<file path="config.mk">
export PLATFORM = sky130hd
export DESIGN_NAME = bp_fpga_host_uart_tx
export DESIGN_NICKNAME = d
export VERILOG_FILES = /design/src/rtl/bp_fpga_host_pkg.sv /design/src/rtl/bp_fpga_host_uart_baud_tick.sv /design/src/rtl/bp_fpga_host_uart_tx.sv
export SDC_FILE = /design/constraint.sdc
export NUM_CORES = 1
export LEC_CHECK = 0
export CELL_PAD_IN_SITES_DETAIL_PLACEMENT = 2
export CELL_PAD_IN_SITES_GLOBAL_PLACEMENT = 2
export CORE_MARGIN = 2
export CORE_UTILIZATION = 43
export DETAILED_ROUTE_END_ITERATION = 8
export DONT_BUFFER_PORTS = 1
export GPL_TIMING_DRIVEN = 0
export PLACE_DENSITY_LB_ADDON = 0.05
export SYNTH_ARGS = -nofsm -noshare
export SYNTH_HDL_FRONTEND = slang
export SYNTH_SLANG_ARGS = --single-unit
</file>
<file path="constraint.sdc">
create_clock -name clk_i -period 2.8 [get_ports clk_i]
set_clock_uncertainty 0.05 [all_clocks]
set_input_delay 0.28 -clock clk_i [delete_from_list [all_inputs] [get_ports clk_i]]
set_output_delay 0.28 -clock clk_i [all_outputs]
set_load 0.1 [all_outputs]
</file>
<file path="src/rtl/bp_fpga_host_pkg.sv">
`default_nettype none
// ============================================================================
//  Module      : bp_fpga_host_pkg
//  Description : Shared types and constants for the FPGA host UART path.
//                Provides the UART TX state encoding, the default baud
//                divider, and a safe clog2 helper that never returns 0.
//  Revision    : 1.0 - initial release
// ============================================================================
package bp_fpga_host_pkg;

  // 100 MHz core clock at 115200 baud. Integer division gives 868.
  localparam int c_uart_clk_per_bit_default = 100_000_000 / 115_200;

  typedef enum logic [2:0] {
    e_idle   = 3'd0,
    e_start  = 3'd1,
    e_data   = 3'd2,
    e_parity = 3'd3,
    e_stop   = 3'd4
  } bp_fpga_host_uart_tx_state_e;

  // Counter width helper. A value of 1 still needs one bit of storage.
  function automatic int bsg_safe_clog2(input int x);
    return (x <= 1) ? 1 : $clog2(x);
  endfunction

endpackage
`default_nettype wire

</file>
<file path="src/rtl/bp_fpga_host_uart_baud_tick.sv">
`default_nettype none
// ============================================================================
//  Module      : bp_fpga_host_uart_baud_tick
//  Description : Baud-period counter. Counts 0..clk_per_bit_p-1 while enabled
//                and wraps. bit_done_o strobes in the last cycle of each bit
//                period. clear_i restarts the period and wins over en_i.
//  Ports       : clk_i      - clock
//                reset_n_i  - asynchronous active-low reset
//                en_i       - count enable (a frame is in progress)
//                clear_i    - restart the bit period at 0
//                bit_done_o - last cycle of the current bit period
//  Revision    : 1.0 - initial release
// ============================================================================
module bp_fpga_host_uart_baud_tick
  import bp_fpga_host_pkg::*;
#(
  parameter int clk_per_bit_p = c_uart_clk_per_bit_default
) (
  input  logic clk_i,
  input  logic reset_n_i,
  input  logic en_i,
  input  logic clear_i,
  output logic bit_done_o
);

  localparam int                 c_cnt_w = bsg_safe_clog2(clk_per_bit_p);
  localparam logic [c_cnt_w-1:0] c_last  = c_cnt_w'(clk_per_bit_p - 1);

  logic [c_cnt_w-1:0] r_count;

  always_ff @(posedge clk_i or negedge reset_n_i) begin
    if (!reset_n_i) begin
      r_count <= '0;
    end else if (clear_i) begin
      r_count <= '0;
    end else if (en_i) begin
      r_count <= (r_count == c_last) ? '0 : r_count + 1'b1;
    end
  end

  assign bit_done_o = en_i & (r_count == c_last);

endmodule
`default_nettype wire

</file>
<file path="src/rtl/bp_fpga_host_uart_tx.sv">
`default_nettype none
// ============================================================================
//  Module      : bp_fpga_host_uart_tx
//  Description : UART transmit serializer. Accepts one data word per
//                ready/valid transfer and sends start bit, data LSB first,
//                optional parity and 1 or 2 stop bits. A new word can be
//                accepted in the last stop cycle, so back-to-back frames
//                have no idle gap.
//  Ports       : clk_i          - clock
//                reset_n_i      - asynchronous active-low reset
//                tx_i           - word to send, bit 0 first
//                tx_v_i         - tx_i valid
//                tx_ready_and_o - word accepted when tx_v_i is also high
//                uart_tx_o      - serial line, idle high (registered)
//                busy_o         - frame in progress (registered)
//  Revision    : 1.0 - initial release
// ============================================================================
module bp_fpga_host_uart_tx
  import bp_fpga_host_pkg::*;
#(
  parameter int clk_per_bit_p      = c_uart_clk_per_bit_default,
  parameter int uart_data_bits_p   = 8,
  parameter int uart_parity_bits_p = 0,
  parameter int uart_parity_odd_p  = 0,
  parameter int uart_stop_bits_p   = 1
) (
  input  logic                        clk_i,
  input  logic                        reset_n_i,
  input  logic [uart_data_bits_p-1:0] tx_i,
  input  logic                        tx_v_i,
  output logic                        tx_ready_and_o,
  output logic                        uart_tx_o,
  output logic                        busy_o
);

  if (clk_per_bit_p < 2) begin : g_bad_clk_per_bit
    $error("bp_fpga_host_uart_tx: clk_per_bit_p must be >= 2");
  end
  if (uart_data_bits_p < 5 || uart_data_bits_p > 9) begin : g_bad_data_bits
    $error("bp_fpga_host_uart_tx: uart_data_bits_p must be 5..9");
  end
  if (uart_stop_bits_p != 1 && uart_stop_bits_p != 2) begin : g_bad_stop_bits
    $error("bp_fpga_host_uart_tx: uart_stop_bits_p must be 1 or 2");
  end

  localparam int                     c_bit_cnt_w     = bsg_safe_clog2(uart_data_bits_p + 1);
  localparam logic [c_bit_cnt_w-1:0] c_last_data_bit = c_bit_cnt_w'(uart_data_bits_p - 1);
  localparam logic                   c_last_stop     = 1'(uart_stop_bits_p - 1);
  localparam logic                   c_parity_odd    = 1'(uart_parity_odd_p);

  bp_fpga_host_uart_tx_state_e r_state;
  logic [uart_data_bits_p-1:0] r_shift;
  logic [c_bit_cnt_w-1:0]      r_bit_cnt;
  logic                        r_stop_cnt;
  logic                        r_parity;
  logic                        r_tx;
  logic                        r_busy;
  logic                        r_rst_done;

  logic w_bit_done;
  logic w_ready;
  logic w_xfer;

  // r_rst_done keeps ready low while reset is held and until the first
  // clock after release, even though the state already reads e_idle.
  assign w_ready = r_rst_done &
                   ((r_state == e_idle) |
                    ((r_state == e_stop) & w_bit_done & (r_stop_cnt == c_last_stop)));
  assign w_xfer  = w_ready & tx_v_i;

  bp_fpga_host_uart_baud_tick #(
    .clk_per_bit_p (clk_per_bit_p)
  ) u_baud_tick (
    .clk_i      (clk_i),
    .reset_n_i  (reset_n_i),
    .en_i       (r_state != e_idle),
    .clear_i    (w_xfer),
    .bit_done_o (w_bit_done)
  );

  always_ff @(posedge clk_i or negedge reset_n_i) begin
    if (!reset_n_i) begin
      r_state    <= e_idle;
      r_shift    <= '0;
      r_bit_cnt  <= '0;
      r_stop_cnt <= 1'b0;
      r_parity   <= 1'b0;
      r_tx       <= 1'b1;
      r_busy     <= 1'b0;
      r_rst_done <= 1'b0;
    end else begin
      r_rst_done <= 1'b1;
      if (w_xfer) begin
        // Transfers only happen from idle or the final stop cycle, so
        // both paths enter the start bit the same way.
        r_state  <= e_start;
        r_shift  <= tx_i;
        r_parity <= (^tx_i) ^ c_parity_odd;
        r_tx     <= 1'b0;
        r_busy   <= 1'b1;
      end else begin
        unique case (r_state)
          e_idle: begin
            r_tx   <= 1'b1;
            r_busy <= 1'b0;
          end
          e_start: begin
            if (w_bit_done) begin
              r_state   <= e_data;
              r_bit_cnt <= '0;
              r_tx      <= r_shift[0];
            end
          end
          e_data: begin
            if (w_bit_done) begin
              r_shift   <= r_shift >> 1;
              r_bit_cnt <= r_bit_cnt + 1'b1;
              if (r_bit_cnt == c_last_data_bit) begin
                if (uart_parity_bits_p == 1) begin
                  r_state <= e_parity;
                  r_tx    <= r_parity;
                end else begin
                  r_state    <= e_stop;
                  r_stop_cnt <= 1'b0;
                  r_tx       <= 1'b1;
                end
              end else begin
                r_tx <= r_shift[1];
              end
            end
          end
          e_parity: begin
            if (w_bit_done) begin
              r_state    <= e_stop;
              r_stop_cnt <= 1'b0;
              r_tx       <= 1'b1;
            end
          end
          e_stop: begin
            if (w_bit_done) begin
              if (r_stop_cnt == c_last_stop) begin
                r_state <= e_idle;
                r_busy  <= 1'b0;
              end else begin
                r_stop_cnt <= 1'b1;
              end
            end
          end
          default: begin
            r_state <= e_idle;
            r_tx    <= 1'b1;
            r_busy  <= 1'b0;
          end
        endcase
      end
    end
  end

  assign tx_ready_and_o = w_ready;
  assign uart_tx_o      = r_tx;
  assign busy_o         = r_busy;

endmodule
`default_nettype wire

</file>
## After elaboration in Yosys (flattened, before gate mapping)

Cells that the tools add are included.

| storage, ports and cells | value |
|---|---|
| bits in registers | 29 |
| output and inout port bits | 3 |
| logic and storage cells | 85 |

| cells by class | value |
|---|---|
| $add $sub $neg | 2 |
| eq/ne operators | 20 |
| muxes and demuxes | 33 |
| bitwise operators | 8 |
| reduce and logical (&&, ||, !) cells | 14 |

Operators with widths:

| kind | count |
|---|---|
| 2-to-1 mux 10 bit | 3 |
| 2-to-1 mux 8 bit | 3 |
| 2-to-1 mux 3 bit | 7 |
| != test 3 x 2 -> 1 bit (second input constant) | 6 |
| one-hot mux 3 bit (5 select lines) | 1 |
| 2-to-1 mux 1 bit | 13 |
| adder 10 x 1 -> 10 bit (second input constant) | 1 |
| equality test 10 bit (second input constant) | 1 |
| != test 2 bit (second input constant) | 5 |
| 2-to-1 mux 4 bit | 2 |
| one-hot mux 4 bit (2 select lines) | 1 |
| AND reduction 4 bit | 2 |
| nonzero test 2 bit | 4 |
| AND reduction 7 bit | 1 |
| equality test 3 x 2 -> 1 bit (second input constant) | 2 |
| != test 2 x 1 -> 1 bit (second input constant) | 3 |
| AND reduction 6 bit | 1 |
| nonzero test 3 bit | 2 |
| bitwise AND 1 bit | 5 |
| adder 4 x 1 -> 4 bit (second input constant) | 1 |
| equality test 4 x 3 -> 1 bit (second input constant) | 1 |
| one-hot mux 1 bit (4 select lines) | 1 |
| equality test 3 x 1 -> 1 bit (second input constant) | 1 |
| equality test 3 bit (second input constant) | 1 |
| 8 further kinds | 9 |

## Longest topological paths before layout

| logic depth | value |
|---|---|
| depth in word-level cells | 9 |
| depth in mapped cells | 6 |
| mapped depth without buffers | 5 |

## By module

Synthesis repeated with hierarchy kept, for this count alone.

| unflattened totals | value |
|---|---|
| cell total of the unflattened synthesis | 148 |
| area total of the unflattened synthesis | 1,520.2 µm² |

Modules (own cells, without submodules):

| module | instances | cells each | area an instance (µm²) | sequential area each (µm²) |
|---|---|---|---|---|
| bp_fpga_host_uart_tx | 1 | 90 | 932.1 | 451.7 |
| bp_fpga_host_uart_baud_tick | 1 | 58 | 588.1 | 250.2 |

## Worst setup path before layout

No wires, ideal clock.

| timing | value |
|---|---|
| path kind | register to output |
| start point | reg u_baud_tick.r_count[0] |
| end point | out tx_ready_and_o |
| data arrival time | 2,746 ps |
| path slack | -276 ps |
| stages on the path, launching flop included | 6 |
| cells stage by stage | dfrtp_1 > ha_1 > nor3b_4 > nand3_4 > clkbuf_1 > a21oi_1 |

| between the ends | value |
|---|---|
| longest elaborated chain between the ends | 6 |

RTL lines:

| element | RTL line | text |
|---|---|---|
| from (decl) | bp_fpga_host_uart_baud_tick.sv:29 | `logic [c_cnt_w-1:0] r_count;` |
| from (signal assigned) | bp_fpga_host_uart_baud_tick.sv:37 | `r_count <= (r_count == c_last) ? '0 : r_count + 1'b1;` |
| equality test 10 bit | bp_fpga_host_uart_baud_tick.sv:41 | `assign bit_done_o = en_i & (r_count == c_last);` |
| bitwise AND 1 bit | bp_fpga_host_uart_baud_tick.sv:41 |  |
| bitwise AND 1 bit (2 in a row) | bp_fpga_host_uart_tx.sv:68 | `((r_state == e_stop) & w_bit_done & (r_stop_cnt == c_last_stop)));` |
| OR 1 bit | bp_fpga_host_uart_tx.sv:67 | `((r_state == e_idle) \|` |
| bitwise AND 1 bit | bp_fpga_host_uart_tx.sv:66 | `assign w_ready = r_rst_done &` |
| to (decl) | bp_fpga_host_uart_tx.sv:31 | `output logic tx_ready_and_o,` |

No other way between the ends.

## Worst setup path after layout

Ends and elaborated chain as after synthesis.

==> key figures <==
Outcome
  – Status: finished, final reports clean

Worst setup path
  – Reg2reg start: u_baud_tick.r_count[0]
  – CP startpoint: u_baud_tick.r_count[0]
  – Reg-to-reg slack, setup: 420 ps
  – Critical path launch point type: flip-flop
  – Critical Path AT: 2260 ps
  – Reg-to-reg critical path endpoint: r_shift[0]
  – Worst Path Max Fanout: 16
  – Worst R2R Path Depth: 6
  – Setup CP Type: flip-flop to output port
  – Req. time, crit path: 2470 ps
  – Critical Path End Type: output port

Yosys
  – Synthesized cell area: 1700 um^2
  – Synth area leaders: dfrtp_1 (40%), mux2_2 (9.3%), nand2_1 (4.0%), nand3_1 (3.0%), o21ai_0 (3.0%)
  – Async S/R FF share, synth: 100%
  – Syn. warnings: 0
  – Main synth FF type: dfrtp_1
  – Top-area cell type share of the netlist area: 39.9%
  – Mapped Cells: 173
  – Synth Net Count: 186
  – Distinct cell type count after synthesis: 52
  – Cell taking the most area after synthesis: dfrtp_1
  – Flop and latch count out of synthesis: 28
  – Seq/Total Area, Yosys: 41.4%
  – EDFF count, synth: 0
  – Synthesized area per cell: 9.80 um^2

Routing
  – Per-cell routed wire length: 19.8 um
  – Vias/cell: 6.10
  – Via Count: 1379
  – Met3 WL: 167 um
  – DR iter-0 viols: 53
  – Detailed Routing Iterations Pass 1: 4
  – DRT met1 WL: 1990 um
  – DRC: 0
  – Routed Wire Length: 4480 um
  – DR WL met2: 2240 um
  – DRT antenna net count: 0
  – Top layer reached by signal wires: met4

Cells and area
  – Layout Nets: 192
  – Register area: 702 um^2
  – Final Instance Area: 1860 um^2
  – Final core utilization: 50.2%
  – Layout area overhead: 9.96%
  – Multi-input gate area in the final layout: 946 um^2
  – Post-route insts no fill: 226
  – Fill count: 407
  – Inserted Diodes: 0
  – Ratio of cells with drive above 1 in the final layout: 19.7%

Floorplanning
  – Die height: 66.8 um
  – Initial Util: 45.6%
  – Site row count: 22
  – Width of the die: 66.8 um
  – Core area: 3720 um^2
  – Die area: 4460 um^2
  – # IOs: 14

Timing
  – Setup slack after layout: 210 ps
  – Setup TNS Final: 0 ps
  – Min Hold Slack: 56.9 ps
  – Final critical-path required period: 2590 ps
  – Slew margin rel.: 40.0%
  – Max-slew violations: 0
  – Maximum clock frequency: 0.386 GHz
  – RSZ-0062 raised after global routing: no
  – Hold Fails Final Rpt: 0
  – Measured slew at the worst slew-check pin: 901 ps
  – Final period utilization: 92.5%
  – Final setup fails: 0

Power and ir drop
  – Power Total: 756 uW
  – Sw frac: 20.4%
  – Clock share of power: 44.5%
  – P per Cell Area: 406 nW/um^2
  – Internal: 601 uW
  – Gate power share: 1.8%
  – Worst VDD drop: 0.403 mV
  – Sequential group share of total power: 53.7%
  – P_leak: 0.799 nW
  – Psw: 155 uW

Global routing
  – Largest net degree at the start of global routing: 29
  – GRT Util Overall: 23.4%
  – Vias in the first global route: 1567
  – Initial antenna violation count: 0
  – First-pass GRT wire length: 7600 um
  – GRT Residual Overflow: 0

Clock tree
  – TritonCTS clock tree: yes
  – CTS max path bufs: 2
  – Htree depth: 1
  – Root Driver: clkbuf_8
  – Clock latency on the worst-skew pair: 300 ps
  – Post-CTS Setup Inserts: 0
  – Clock transition at the registers of the reported paths: 100 ps
  – TritonCTS Buffers: 3
  – Clock sink count: 28

Place
  – HPWL after DPL: 3310 um
  – Placed insts: 221
  – GPL Wtd Cong: 0.816
  – Post-DP Area: 1760 um^2
  – # port buffers: 0
  – Pre-CTS WS: 43.3 ps

Worst hold path
  – End of the worst hold path: r_shift[7]
  – Critical hold path startpoint: tx_i[7]
  – HP Class: primary input to flip-flop
  – Hold path depth: 2

Job
  – MaxCap Viol Count: 0
## routing by layer
| layer | vias to the layer above | track usage (%) |
|---|---|---|
| met5 | - | 0 |
| li1 | 652 | - |
| met4 | 0 | 9.44 |
| met1 | 692 | 28.5 |
| met3 | 7 | 3.89 |
| met2 | 28 | 40.8 |
## worst max-delay path by stage
stage	depth (start not counted)	slack, ps	end
6_report	4	210	tx_ready_and_o
2_1_floorplan	5	340	tx_ready_and_o
3_5_place_dp	5	40	tx_ready_and_o
4_1_cts	4	190	tx_ready_and_o
3_3_place_gp	5	80	tx_ready_and_o
5_1_grt	4	90	tx_ready_and_o
## kinds of logic (layout without fill, tap and decap cells)
kind of cell	after synthesis	count (layout)	share of synthesized area (%)
compound gates	41	41	16.4
flops	28	28	41.4
other cells	1	1	0.221
fa+ha+maj	2	2	1.48
buf+inv	14	19	3.47
simple gates	68	68	24.6
mux	18	18	12.0
xor+xnor	1	1	0.517
## critical path, stage by stage (launching register included)
cell     delay [ps]
dfrtp_1         460
ha_1            290
nor3b_4         320
nand3_4         240
a21oi_4         640
## power by group through the flow
| stage | logic (mW) | registers, mW | clock network, mW |
|---|---|---|---|
| floorplan | 0.000881 | 0.413 | 0 |
| global placement | 0.00111 | 0.414 | 0 |
| detailed placement | 0.00122 | 0.414 | 0 |
| CTS | 0.0143 | 0.406 | 0.347 |
| global route | 0.0154 | 0.406 | 0.353 |
| finish | 0.0137 | 0.406 | 0.337 |
## registers in the layout (all words and copies together) (netlist names)
name,flops
uart_tx_o,1
r_state,3
r_rst_done,1
r_shift,8
r_bit_cnt,4
busy_o,1
u_baud_tick.r_count,10
## cell usage after synthesis, drive strengths merged (4+ instances only)
master and count:
dfrtp 27, clkbuf 8, nand3 11, mux2 15, nor2 11, nand4 4
o21ai 10, nor3 4, a21oi 6, nand2 18
## timing repair
item | in CTS | in global routing
endpoints found under the setup margin | 1 | 0
endpoints found under the hold margin | 28 | 0
hold buffers | 2 | 0
resized for setup | 1 | 0
## area by class of cell
cell class,instances,share of cell area (%)
plain buffers,10,2.35
clock buffers,3,2.21
clock inverters,1,1.61
inverters,3,0.604
multi-input cells,131,50.7
flip-flops and latches,28,37.7
well taps,48,3.22
repair buffers,2,1.61
## layout by cell type, fill, tap and decap left out, types with 3 or more instances in the layout
master,instances
nand3_1,10
nand4_1,3
clkbuf_1,7
nor2_1,11
nor3_1,4
inv_1,3
a2111oi_0,3
dfrtp_1,27
mux2i_1,3
a21oi_1,5
mux2_2,14
o21ai_0,10
nand2_1,18
clkbuf_8,3
o31ai_1,3
No activity file was read; power rests on OpenSTA's default activity.
